===== src/rtl/mem_lsu.sv =====
// Load/store unit: forms rs1+imm addresses, places store data on byte lanes,
// tracks up to DEPTH outstanding memory requests in issue order, and retires
// each one with sign/zero-extended load data or a precise exception.

// Protocol checker for mem_lsu. It holds the assertions so the datapath
// module stays free of verification code.
module mem_lsu_chk #(
  parameter int CNT_W = 3,
  parameter int DEPTH = 4
) (
  input logic             clk,
  input logic             rst_n,
  input logic             mem_rsp_v_i,
  input logic [CNT_W-1:0] pend_i,
  input logic [CNT_W-1:0] count_i
);
  // A response may only land on a request that is still waiting for one.
  rsp_has_target_a : assert property (@(posedge clk) disable iff (!rst_n)
    !(mem_rsp_v_i && (pend_i == '0)));

  // Occupancy never exceeds the tracking queue size.
  count_bound_a : assert property (@(posedge clk) disable iff (!rst_n)
    (count_i <= CNT_W'(DEPTH)));
endmodule

module mem_lsu #(
  parameter int XLEN  = 32,
  parameter int DEPTH = 4
) (
  input  logic              clk,
  input  logic              rst_n,
  input  logic              req_v_i,
  output logic              req_ready_o,
  input  logic              req_store_i,
  input  logic [1:0]        req_size_i,
  input  logic              req_unsigned_i,
  input  logic [XLEN-1:0]   rs1_i,
  input  logic [XLEN-1:0]   rs2_i,
  input  logic [XLEN-1:0]   imm_i,
  input  logic [4:0]        rd_i,
  output logic              mem_req_v_o,
  input  logic              mem_req_ready_i,
  output logic              mem_we_o,
  output logic [XLEN-1:0]   mem_adr_o,
  output logic [XLEN-1:0]   mem_wdata_o,
  output logic [XLEN/8-1:0] mem_strobe_o,
  input  logic              mem_rsp_v_i,
  input  logic [XLEN-1:0]   mem_rdata_i,
  input  logic              mem_rsp_err_i,
  output logic              wb_v_o,
  input  logic              wb_ready_i,
  output logic [XLEN-1:0]   wb_data_o,
  output logic [4:0]        wb_rd_o,
  output logic              wb_store_o,
  output logic              wb_exc_o,
  output logic [1:0]        wb_cause_o
);
  localparam int NB    = XLEN / 8;
  localparam int OFF_W = $clog2(NB);
  localparam int PTR_W = $clog2(DEPTH);
  localparam int CNT_W = PTR_W + 1;

  typedef struct packed {
    logic [4:0]       rd;
    logic [1:0]       size;
    logic             uns;
    logic [OFF_W-1:0] off;
    logic             store;
    logic             done;
    logic             exc;
    logic [1:0]       cause;
    logic [XLEN-1:0]  data;
  } entry_t;

  // Alignment rule per access size; a doubleword on a 32-bit datapath is
  // not a legal access and is routed down the exception path.
  function automatic logic is_misaligned(input logic [1:0] size, input logic [2:0] low);
    logic r;
    case (size)
      2'd0:    r = 1'b0;
      2'd1:    r = low[0];
      2'd2:    r = (low[1:0] != 2'b00);
      2'd3:    r = (XLEN == 32) ? 1'b1 : (low != 3'b000);
      default: r = 1'b1;
    endcase
    return r;
  endfunction

  // Byte enables covering 2^size bytes starting at the lane offset.
  function automatic logic [NB-1:0] lane_strobe(input logic [1:0] size, input logic [OFF_W-1:0] off);
    logic [NB-1:0] s;
    int            nbytes;
    nbytes = 32'sd1 << size;
    for (int i = 0; i < NB; i++) begin
      s[i] = (i >= int'(off)) && (i < (int'(off) + nbytes));
    end
    return s;
  endfunction

  // Pull the addressed lane down to bit 0, mask to size, then extend.
  function automatic logic [XLEN-1:0] load_extract(input logic [XLEN-1:0] rdata,
                                                   input logic [OFF_W-1:0] off,
                                                   input logic [1:0] size,
                                                   input logic uns);
    logic [XLEN-1:0] sh;
    logic [XLEN-1:0] mask;
    logic            sign;
    sh = rdata >> {off, 3'b000};
    case (size)
      2'd0:    sign = sh[7];
      2'd1:    sign = sh[15];
      2'd2:    sign = sh[31];
      default: sign = sh[XLEN-1];
    endcase
    for (int i = 0; i < XLEN; i++) begin
      mask[i] = (i < (32'sd8 << size));
    end
    return (sh & mask) | ((~uns & sign) ? ~mask : {XLEN{1'b0}});
  endfunction

  entry_t           q_q [DEPTH];
  entry_t           q_d [DEPTH];
  logic [PTR_W-1:0] alloc_q, alloc_d;
  logic [PTR_W-1:0] rsp_q, rsp_d;
  logic [PTR_W-1:0] ret_q, ret_d;
  logic [CNT_W-1:0] count_q, count_d;
  logic [CNT_W-1:0] pend_q, pend_d;
  logic             ready_en_q;

  logic [XLEN-1:0]  adr_s;
  logic [OFF_W-1:0] off_s;
  logic             mis_s;
  logic             full_s;
  logic             accept_s;
  logic             rsp_fire_s;
  logic             retire_s;

  assign adr_s      = rs1_i + imm_i;
  assign off_s      = adr_s[OFF_W-1:0];
  assign mis_s      = is_misaligned(req_size_i, adr_s[2:0]);
  assign full_s     = (count_q == CNT_W'(DEPTH));
  assign accept_s   = req_v_i && req_ready_o;
  assign rsp_fire_s = mem_rsp_v_i && (pend_q != '0);
  assign retire_s   = q_q[ret_q].done && wb_ready_i;

  assign mem_we_o     = req_store_i;
  assign mem_adr_o    = adr_s;
  assign mem_wdata_o  = rs2_i << {off_s, 3'b000};
  assign mem_strobe_o = lane_strobe(req_size_i, off_s);

  // Issue handshake: aligned ops couple issue to the memory handshake,
  // misaligned ops wait for an empty queue so their exception stays precise.
  always_comb begin
    req_ready_o = 1'b0;
    mem_req_v_o = 1'b0;
    if (!ready_en_q) begin
      req_ready_o = 1'b0;
      mem_req_v_o = 1'b0;
    end else if (mis_s) begin
      req_ready_o = (count_q == '0);
      mem_req_v_o = 1'b0;
    end else begin
      req_ready_o = !full_s && mem_req_ready_i;
      mem_req_v_o = req_v_i && !full_s;
    end
  end

  // Write-back port presents the head entry once it has completed.
  always_comb begin
    wb_v_o     = q_q[ret_q].done;
    wb_data_o  = {XLEN{1'b0}};
    wb_rd_o    = 5'd0;
    wb_store_o = 1'b0;
    wb_exc_o   = 1'b0;
    wb_cause_o = 2'b00;
    if (q_q[ret_q].done) begin
      wb_data_o  = q_q[ret_q].data;
      wb_rd_o    = (q_q[ret_q].store || q_q[ret_q].exc) ? 5'd0 : q_q[ret_q].rd;
      wb_store_o = q_q[ret_q].store;
      wb_exc_o   = q_q[ret_q].exc;
      wb_cause_o = q_q[ret_q].cause;
    end else begin
      wb_data_o  = {XLEN{1'b0}};
    end
  end

  // Queue update: retire frees the head, a response completes the oldest
  // waiting entry, an accept allocates at the tail.
  always_comb begin
    q_d     = q_q;
    alloc_d = alloc_q;
    rsp_d   = rsp_q;
    ret_d   = ret_q;
    if (retire_s) begin
      q_d[ret_q].done = 1'b0;
      ret_d           = ret_q + PTR_W'(1'b1);
    end else begin
      ret_d = ret_q;
    end
    if (rsp_fire_s) begin
      q_d[rsp_q].done  = 1'b1;
      q_d[rsp_q].exc   = mem_rsp_err_i;
      q_d[rsp_q].cause = mem_rsp_err_i ? 2'b01 : 2'b00;
      q_d[rsp_q].data  = (mem_rsp_err_i || q_q[rsp_q].store) ? {XLEN{1'b0}} :
                         load_extract(mem_rdata_i, q_q[rsp_q].off, q_q[rsp_q].size, q_q[rsp_q].uns);
      rsp_d            = rsp_q + PTR_W'(1'b1);
    end else begin
      rsp_d = rsp_q;
    end
    if (accept_s) begin
      q_d[alloc_q].rd    = rd_i;
      q_d[alloc_q].size  = req_size_i;
      q_d[alloc_q].uns   = req_unsigned_i;
      q_d[alloc_q].off   = off_s;
      q_d[alloc_q].store = req_store_i;
      q_d[alloc_q].done  = mis_s;
      q_d[alloc_q].exc   = mis_s;
      q_d[alloc_q].cause = mis_s ? 2'b10 : 2'b00;
      q_d[alloc_q].data  = {XLEN{1'b0}};
      alloc_d            = alloc_q + PTR_W'(1'b1);
      // Only taken with an empty queue, so no response moves rsp_q this cycle.
      if (mis_s) begin
        rsp_d = rsp_q + PTR_W'(1'b1);
      end else begin
        rsp_d = rsp_d;
      end
    end else begin
      alloc_d = alloc_q;
    end
    count_d = count_q + CNT_W'(accept_s) - CNT_W'(retire_s);
    pend_d  = pend_q + CNT_W'(accept_s && !mis_s) - CNT_W'(rsp_fire_s);
  end

  // State registers; reset discards the whole queue.
  always_ff @(posedge clk or negedge rst_n) begin
    if (!rst_n) begin
      for (int i = 0; i < DEPTH; i++) begin
        q_q[i] <= '0;
      end
      alloc_q    <= '0;
      rsp_q      <= '0;
      ret_q      <= '0;
      count_q    <= '0;
      pend_q     <= '0;
      ready_en_q <= 1'b0;
    end else begin
      q_q        <= q_d;
      alloc_q    <= alloc_d;
      rsp_q      <= rsp_d;
      ret_q      <= ret_d;
      count_q    <= count_d;
      pend_q     <= pend_d;
      ready_en_q <= 1'b1;
    end
  end

  mem_lsu_chk #(.CNT_W(CNT_W), .DEPTH(DEPTH)) u_chk (
    .clk         (clk),
    .rst_n       (rst_n),
    .mem_rsp_v_i (mem_rsp_v_i),
    .pend_i      (pend_q),
    .count_i     (count_q)
  );
endmodule


===== config.mk =====
export PLATFORM = sky130hd
export DESIGN_NAME = mem_lsu
export DESIGN_NICKNAME = d
export VERILOG_FILES = /design/src/rtl/mem_lsu.sv
export SDC_FILE = /design/constraint.sdc
export NUM_CORES = 1
export LEC_CHECK = 0
export CORE_ASPECT_RATIO = 1.4
export CORE_MARGIN = 10
export CORE_UTILIZATION = 64
export DETAILED_ROUTE_END_ITERATION = 12
export DONT_BUFFER_PORTS = 1
export PLACE_DENSITY = 0.8
export SLEW_MARGIN = 20
export SYNTH_ARGS = -nofsm -noshare
export SYNTH_HDL_FRONTEND = slang
export SYNTH_HIERARCHICAL = 1
export SYNTH_SLANG_ARGS = --single-unit

===== constraint.sdc =====
create_clock -name clk -period 4.75 [get_ports clk]
set_input_delay 1.1875 -clock clk [delete_from_list [all_inputs] [get_ports clk]]
set_output_delay 1.1875 -clock clk [all_outputs]
set_load 0.03 [all_outputs]

* Yosys cells after proc, flatten, opt, wreduce, memory -nomap -nowiden
Cells that the tools add are included.
Widths: inputs -> output; s select.
** Cells by class
- Bitwise logic cells :: 8
- Reductions and logical operators :: 21
- Eq/ne operators :: 5
- Shift operators :: 4
- Mux-type cells :: 71
- Div/mod/pow operators :: 0
- Order comparisons :: 45
- Add/sub/neg operators :: 9
- Multiply operators :: 0
** Operators by type and width (count)
- $bwmux 188 :: 14
- $demux 47 s2 :: 14
- $mux 188 :: 3
- $lt 6x32->1 const A :: 16
- $lt 5x32->1 const A :: 8
- $bmux 47 s2 :: 2
- $mux 32 :: 5
- $mux 47 :: 3
- $lt 3x32->1 const A :: 4
- $lt 4x32->1 const A :: 4
- $mux 42 :: 3
- $mux 36 :: 3
- $mux 35 :: 2
- $mux 34 :: 2
- $lt 1x32->1 const A :: 2
- $lt 2x32->1 const A :: 2
- $mux 40 :: 1
- $mux 39 :: 1
- $mux 37 :: 1
- $add 3x32->32 :: 1
- $add 32x32->32 :: 1
- $and 32x32->32 :: 1
- $not 32->32 :: 1
- $or 32x32->32 :: 1
- other kinds (29) :: 68
** Storage, ports and cells
- Input bits :: 144
- Word-level logic and storage cells :: 205
- Bits in registers :: 201
- Output and inout port bits :: 113
- Bits in latches :: 0
- Memories kept :: 0
- Memory bits (read-only) :: 0
- RAM bits :: 0

* Longest topological paths before layout
Gate-level depths: netlist of the first run.
- Word-level depth :: 23
- Mapped depth :: 15

* Worst setup path before layout of the first run
No wires, ideal clock.
- Kind :: in2out
- From :: input rs1_i[0]
- To :: output mem_adr_o[18]
- Stages on the path :: 11
- Data required time :: 3.563 ns
- Arrival :: 3.659 ns
- Buffers on the path :: 0
- Path slack :: -0.096 ns
- Cells stage by stage :: ha_1 > inv_1 > fa_1 > nor2b_1 > o21ai_0 > a21boi_0 > o21ai_0 > o21ai_0 > nand2_1 > a31o_2 > xnor2_1
** On the way
- Longest elaborated chain between the ends :: 1
** Ends and longest elaborated chain
- start: declaration :: RTL line 37 : input logic [XLEN-1:0] rs1_i,
- $add 32x32->32 :: RTL line 138 : assign adr_s = rs1_i + imm_i;
- end: declaration :: RTL line 44 : output logic [XLEN-1:0] mem_adr_o,
Every way passes these cells.

* Worst setup path after layout of the first run
- From :: input rs1_i[9]
- To :: output mem_adr_o[29]
The elaborated chain is that of the path after synthesis.

==> flow_metrics.env, run 1 <==
export IMPL_cp_arrival_ns=3.42
export IMPL_dpl_cell_count=1575
export IMPL_synth_fa_ha_area_share_pct=5.556
export IMPL_netlist_cell_type_count=63
export IMPL_antenna_left=0
export IMPL_syn_nets=1520
export IMPL_num_vias=10440
export IMPL_ys_seq_area_share_pct=41.05
export IMPL_clk_pin_slew_worst_paths_ns=0.06
export IMPL_first_pass_iters=5
export IMPL_power_frac_seq_pct=30.6
export IMPL_portBuffers=0
export IMPL_instances_no_fill=1608
export IMPL_endpoint_kind="output pin"
export IMPL_worst_slack_ns=0.1473
export IMPL_drive_gt1_share_pct=14.44
export IMPL_drt_initial_drc_count=1089
export IMPL_seq_area_sq_um=5032
export IMPL_synth_top_family_by_area="simple AND/OR/NAND/NOR gates"
export IMPL_grt_usage_pct=28.67
export IMPL_ys_flop_type="dfrtp_1"
export IMPL_insertion_delay_ns=0.49
export IMPL_synth_compound_area_share_pct=16.71
export IMPL_place_gp_congestion=0.9345
export IMPL_fmax_mhz=217.3
export IMPL_crit_type="input pin to output pin"
export IMPL_peakVddDrop_mv=0.3184
export IMPL_clockPowerShare_pct=16.5
export IMPL_die_x_microns=136.9
export IMPL_vias_per_cell=6.493
export IMPL_fillerInstances=1375
export IMPL_synthMuxAreaShare_pct=12.43
export IMPL_synth_xor_area_share_pct=2.645
export IMPL_overflow=0
export IMPL_fin_setup_tns_ns=0
export IMPL_period_needed_ns=4.603
export IMPL_synthArstFlopShare_pct=100.0
export IMPL_die_h_microns=183.7
export IMPL_yosysTopAreaCellShare_pct=41.05
export IMPL_area_growth_pct=10.99
export IMPL_clk_path_buf_depth=3
export IMPL_nets=1549
export IMPL_clock_skew_ns=0.007173
export IMPL_netlist_instances=1324
export IMPL_power_switching_mw=4.198
export IMPL_antenna_found_initial=0
export IMPL_rsz0062_at_grt="no"
export IMPL_numCtsBuffers=20
export IMPL_hp_class="input pin to asynchronous set/reset pin"
export IMPL_synth_top_cells_by_area="dfrtp_1, mux4_2, nand2_1, ha_1, a21oi_1"
export IMPL_hold_viol=0
export IMPL_worst_slew_pin_slew_ns=0.9828
export IMPL_path_max_fanout=7
export IMPL_avgSynthCellArea_sq_um=9.254
export IMPL_maxCapViolations=0
export IMPL_setup_violations=0
export IMPL_reg2reg_from="ret_q[1]"
export IMPL_htree_num_levels=1
export IMPL_cellInternalPower_mw=5.029
export IMPL_coreArea_sq_um=18680
export IMPL_final_cell_mix="nand2_1, dfrtp_1, a21oi_1"
export IMPL_rows=59
export IMPL_wl_mm=36.81
export IMPL_diodes=0
export IMPL_synthSimpleGateAreaFrac_pct=17.71
export IMPL_power_density_nw_per_um2=678.6
export IMPL_whs_ns=0.3858
export IMPL_min_period_over_period_pct=96.90
export IMPL_cts_sinks=201
export IMPL_multiInputGateArea_sq_um=6793
export IMPL_hold_buffers=0
export IMPL_wl_per_cell_microns=22.89
export IMPL_start_kind="input pin"
export IMPL_yosysWarnings=6
export IMPL_grt_pass1_wl_mm=57.99
export IMPL_synth_edf_count=0
export IMPL_io_pin_count=257
export IMPL_cts_root_buf="clkbuf_16"
export IMPL_relSlewSlack_pct=34.44
export IMPL_dpl_worst_slack_ns=0.02734
export IMPL_start_util_pct=65.60
export IMPL_drc=0
export IMPL_grt_max_degree=202
export IMPL_maxSlewViolCount=0
export IMPL_synth_area_sq_um=12250
export IMPL_grt_pass1_vias=10960
export IMPL_status="finished clean"
export IMPL_cts_tree="built"
export IMPL_required_ns=3.56
export IMPL_hpwl_mm=25.94
export IMPL_crit_start="rs1_i[9]"
export IMPL_die_area_sq_um=25160
export IMPL_leakage_nw=6.335
export IMPL_p_sw_share_pct=45.49
export IMPL_ys_seq_elements=201
export IMPL_yosys_area_top_type="dfrtp_1"
export IMPL_final_common_cell="nand2_1"
export IMPL_final_util_pct=72.81
export IMPL_pwr_share_comb_pct=52.8
-- path summary, 6_finish.rpt --
kind                                      end  slack, ns  depth (start not counted)
worst max-delay path            mem_adr_o[29]       0.15                         10
worst min-delay path                 q_q[115]       0.39                          0
worst max register to register     count_q[2]       1.26                         11
worst min register to register        q_q[92]       0.48                          2
max in group asynchronous            q_q[147]       3.88                          0
min in group clk                      q_q[92]       0.48                          2
-- through the flow --
step / instance area (sq um) / total power, mW
6_report: 13600 / 9.227
5_1_grt: 13600 / 9.791
4_1_cts: 13580 / 9.207
3_5_place_dp: 12960 / 7.637
3_3_place_gp: 12960 / 7.459
2_1_floorplan: 12270 / 6.428
-- kinds of logic after synthesis --
| family | Yosys count |
|---|---|
| AO/OA/AOI/OAI | 337 |
| XOR/XNOR | 37 |
| adder cells (fa/ha/maj) | 52 |
| buffers and inverters | 117 |
| flip-flops | 201 |
| multiplexers | 93 |
| other | 1 |
| AND/OR/NAND/NOR | 486 |
-- power groups by stage --
stage | registers (mW) | logic [mW] | clock network [mW]
final | 2.83 | 4.88 | 1.52
after global routing | 2.90 | 5.28 | 1.61
after CTS | 2.81 | 4.86 | 1.54
after detailed placement | 2.83 | 4.80 | 0
after global placement | 2.79 | 4.67 | 0
after floorplan | 2.66 | 3.77 | 0
-- repair_timing --
| item | 4_1_cts | 5_1_grt |
|---|---|---|
| endpoints found under the setup margin | 0 | 11 |
| resized for setup | 0 | 4 |
| buffers inserted | 0 | 0 |
-- flip-flops by register name, summed over array words and instances, names as in the netlist --
name,count
q_q,188
count_q,3
pend_q,3
alloc_q,2
ret_q,2
rsp_q,2
ready_en_q,1
-- layer usage --
metal	track usage, %	vias up	wire, microns
li1	-	4657	-
met1	32.06	5065	12600
met2	49.32	613	18600
met3	8.671	105	4254
met4	12.09	0	1350
met5	0	-	0
-- Yosys cell counts, types with 7 or more instances --
cell and number:
a211oi_1 16, a21o_1 23, a21oi_1 117, a22o_1 32, and2_1 14, buf_1 14, buf_2 7, clkbuf_1 64
dfrtp_1 201, ha_1 48, inv_1 26, mux2i_1 43, mux4_2 47, nand2_1 262, nand3_1 23, nor2_1 99
nor2b_1 52, o21ai_0 105, xnor2_1 21, xor2_1 16
-- critical path: stages --
cell       delay, ns
ha_1            0.37
a21oi_1         0.23
o211ai_1        0.17
a21oi_1         0.22
a211oi_1        0.10
a211o_1         0.33
o2111ai_2       0.29
o21ai_0         0.17
xor2_1          0.16
buf_4           0.18
-- area by class of cell --
class	count	area share, %
Clock buffer	28	4.131
Clock inverter	5	0.4049
Inverter	28	0.7729
Multi-Input combinational cell	1006	49.95
Sequential cell	201	37.01
Tap cell	244	2.245
Timing Repair Buffer	96	5.484
Power figures use the tool's default switching activity.
==> run 2, diff against run 1 <==
GPL_ROUTABILITY_DRIVEN = 0   (was not set)
==> run 2 against run 1 <==
Net effect: register-to-register slack worse by 0.23 ns; combinational power down 0.8%; hold slack worse by 0.0027 ns; die area unchanged; routed wire length up 0.85%; power up 0.85%; critical endpoint is now mem_adr_o[25].
==> flow_metrics.env, run 2 (synthesized netlist as in run 1, its figures left out) <==
export IMPL_numCtsBuffers=19
export IMPL_hp_class="input pin to asynchronous set/reset pin"
export IMPL_endpoint_kind="output pin"
export IMPL_min_period_over_period_pct=96.62
export IMPL_portBuffers=0
export IMPL_crit_type="input pin to output pin"
export IMPL_nets=1551
export IMPL_peakVddDrop_mv=0.2849
export IMPL_hold_viol=0
export IMPL_antenna_left=0
export IMPL_path_max_fanout=7
export IMPL_maxCapViolations=0
export IMPL_drt_initial_drc_count=1076
export IMPL_die_x_microns=136.9
export IMPL_status="finished clean"
export IMPL_cts_tree="built"
export IMPL_rows=59
export IMPL_final_cell_mix="nand2_1, dfrtp_1, a21oi_1"
export IMPL_largest_reg_flops=188
export IMPL_grt_pass1_vias=11030
export IMPL_routed_wl_met2_mm=18.99
export IMPL_regMostFlops="q_q"
export IMPL_cp_num_buf_inv=1
export IMPL_required_ns=3.56
export IMPL_cts_sinks=201
export IMPL_die_h_microns=183.7
export IMPL_rsz0062_at_grt="no"
export IMPL_wl_per_cell_microns=23.05
export IMPL_highest_layer="met4"
export IMPL_routed_wl_met3_mm=3.953
export IMPL_diodes=0
export IMPL_first_pass_iters=6
export IMPL_vias_per_cell=6.511
export IMPL_path_delay_family="compound AO/OA/AOI/OAI gates"
export IMPL_hpwl_mm=26.00
export IMPL_slowest_stage="ha_1"
export IMPL_antenna_found_initial=0
export IMPL_drc=0
export IMPL_dpl_worst_slack_ns=0.07067
export IMPL_worst_slack_ns=0.1607
export IMPL_wl_met1_mm=12.80
export IMPL_period_needed_ns=4.589
export IMPL_fmax_mhz=217.9
export IMPL_grt_pass1_wl_mm=58.57
export IMPL_grt_max_degree=202
export IMPL_cts_root_buf="clkbuf_16"
export IMPL_fillerInstances=1357
export IMPL_grt_usage_pct=29.05
export IMPL_clk_path_buf_depth=3
export IMPL_clock_skew_ns=0.01175
export IMPL_start_kind="input pin"
export IMPL_maxSlewViolCount=0
export IMPL_setup_violations=0
export IMPL_fin_setup_tns_ns=0
export IMPL_largestRegisters="q_q: 188 flops, count_q: 3 flops, pend_q: 3 flops"
export IMPL_overflow=0
export IMPL_htree_num_levels=1
export IMPL_leakage_nw=6.376
export IMPL_power_density_nw_per_um2=680.9
export IMPL_crit_chain="ha_1 -> nand3_1 -> o211ai_1 -> a21oi_1 -> a211oi_1 -> a211o_1 -> o2111ai_2 -> o21ai_0 -> xor2_1 -> buf_4"
export IMPL_max_stage_delay_ns=0.39
export IMPL_coreArea_sq_um=18680
export IMPL_start_util_pct=65.60
export IMPL_die_area_sq_um=25160
export IMPL_insertion_delay_ns=0.50
export IMPL_drive_gt1_share_pct=15.14
export IMPL_clk_pin_slew_worst_paths_ns=0.07
export IMPL_io_pin_count=257
export IMPL_area_growth_pct=11.55
export IMPL_wl_mm=37.13
export IMPL_worst_slew_pin_slew_ns=1.019
export IMPL_cp_arrival_ns=3.40
export IMPL_final_common_cell="nand2_1"
export IMPL_relSlewSlack_pct=32.03
export IMPL_num_vias=10490
[run 2: changes by cell type in the layout (fill, tap and decap cells not counted), sizes merged]
cell | before | now
clkbuf | 28 | 23
bufinv | 1 | 3
buf | 96 | 99
clkinv | 3 | 6
[run 2: repair_timing]
action                                  in CTS  in global routing
endpoints found under the setup margin       0                 11
hold buffers                                 0                  0
gates resized for setup                      0                  6
setup buffers                                0                  1
[run 2: final timing paths]
path	startpoint	to	slack, ns	depth (start not counted)
setup / recovery	rs1_i[8]	mem_adr_o[25]	0.16	10
min in group clk	q_q[91]	q_q[91]	0.48	2
hold reg to reg	q_q[91]	q_q[91]	0.48	2
setup reg to reg	ret_q[1]	count_q[2]	1.03	11
hold / removal	rst_n	q_q[159]	0.38	0
max in group asynchronous	rst_n	q_q[53]	4.05	0
[run 2: worst reg2reg max path: cells and delay by family, from the launching register on]
family                     cells  cell delay, ns
buffers and inverters          4            1.17
adders and majority gates      3            0.87
DFF                            1            0.56
muxes                          1            0.41
and+or+nand+nor                1            0.34
xor gates and xnor gates       1            0.14
AOI/OAI and AO/OA              1            0.12
[run 2: final cells by class]
class | instances | area [sq um] | area share, %
flip-flops and latches | 201 | 5032 | 36.82
multi-input cells | 1006 | 6802 | 49.77
clock buffers | 23 | 520.5 | 3.808
clock inverters | 10 | 133.9 | 0.9796
repair buffers | 99 | 768.2 | 5.621
inverters | 28 | 105.1 | 0.7690
well taps | 244 | 305.3 | 2.234
[run 2: power by group]
group | switching, mW | internal, mW | leakage, nW
logic | 3.09 | 1.75 | 3.47
clock network | 0.671 | 0.947 | 0.319
registers | 0.449 | 2.40 | 2.59
total | 4.21 | 5.10 | 6.38
[run 2: per-layer routing]
layer / up-vias / track usage [%]
li1: 4674 / -
met1: 5051 / 31.83
met2: 653 / 50.98
met3: 111 / 8.862
met4: 0 / 11.50
met5: - / 0
[run 2: stage by stage]
stage	utilization (%)	hold slack, ns	cells	power [mW]	area, sq um
3_3_place_gp	69.50	0.4524	1577	7.451	12980
4_1_cts	73.00	0.3902	1610	9.273	13630
5_1_grt	73.18	0.3708	1611	9.859	13670
3_5_place_dp	69.50	0.4573	1577	7.620	12980
6_report	73.18	0.3831	1611	9.306	13670
2_1_floorplan	-	0.4403	1324	6.428	12270
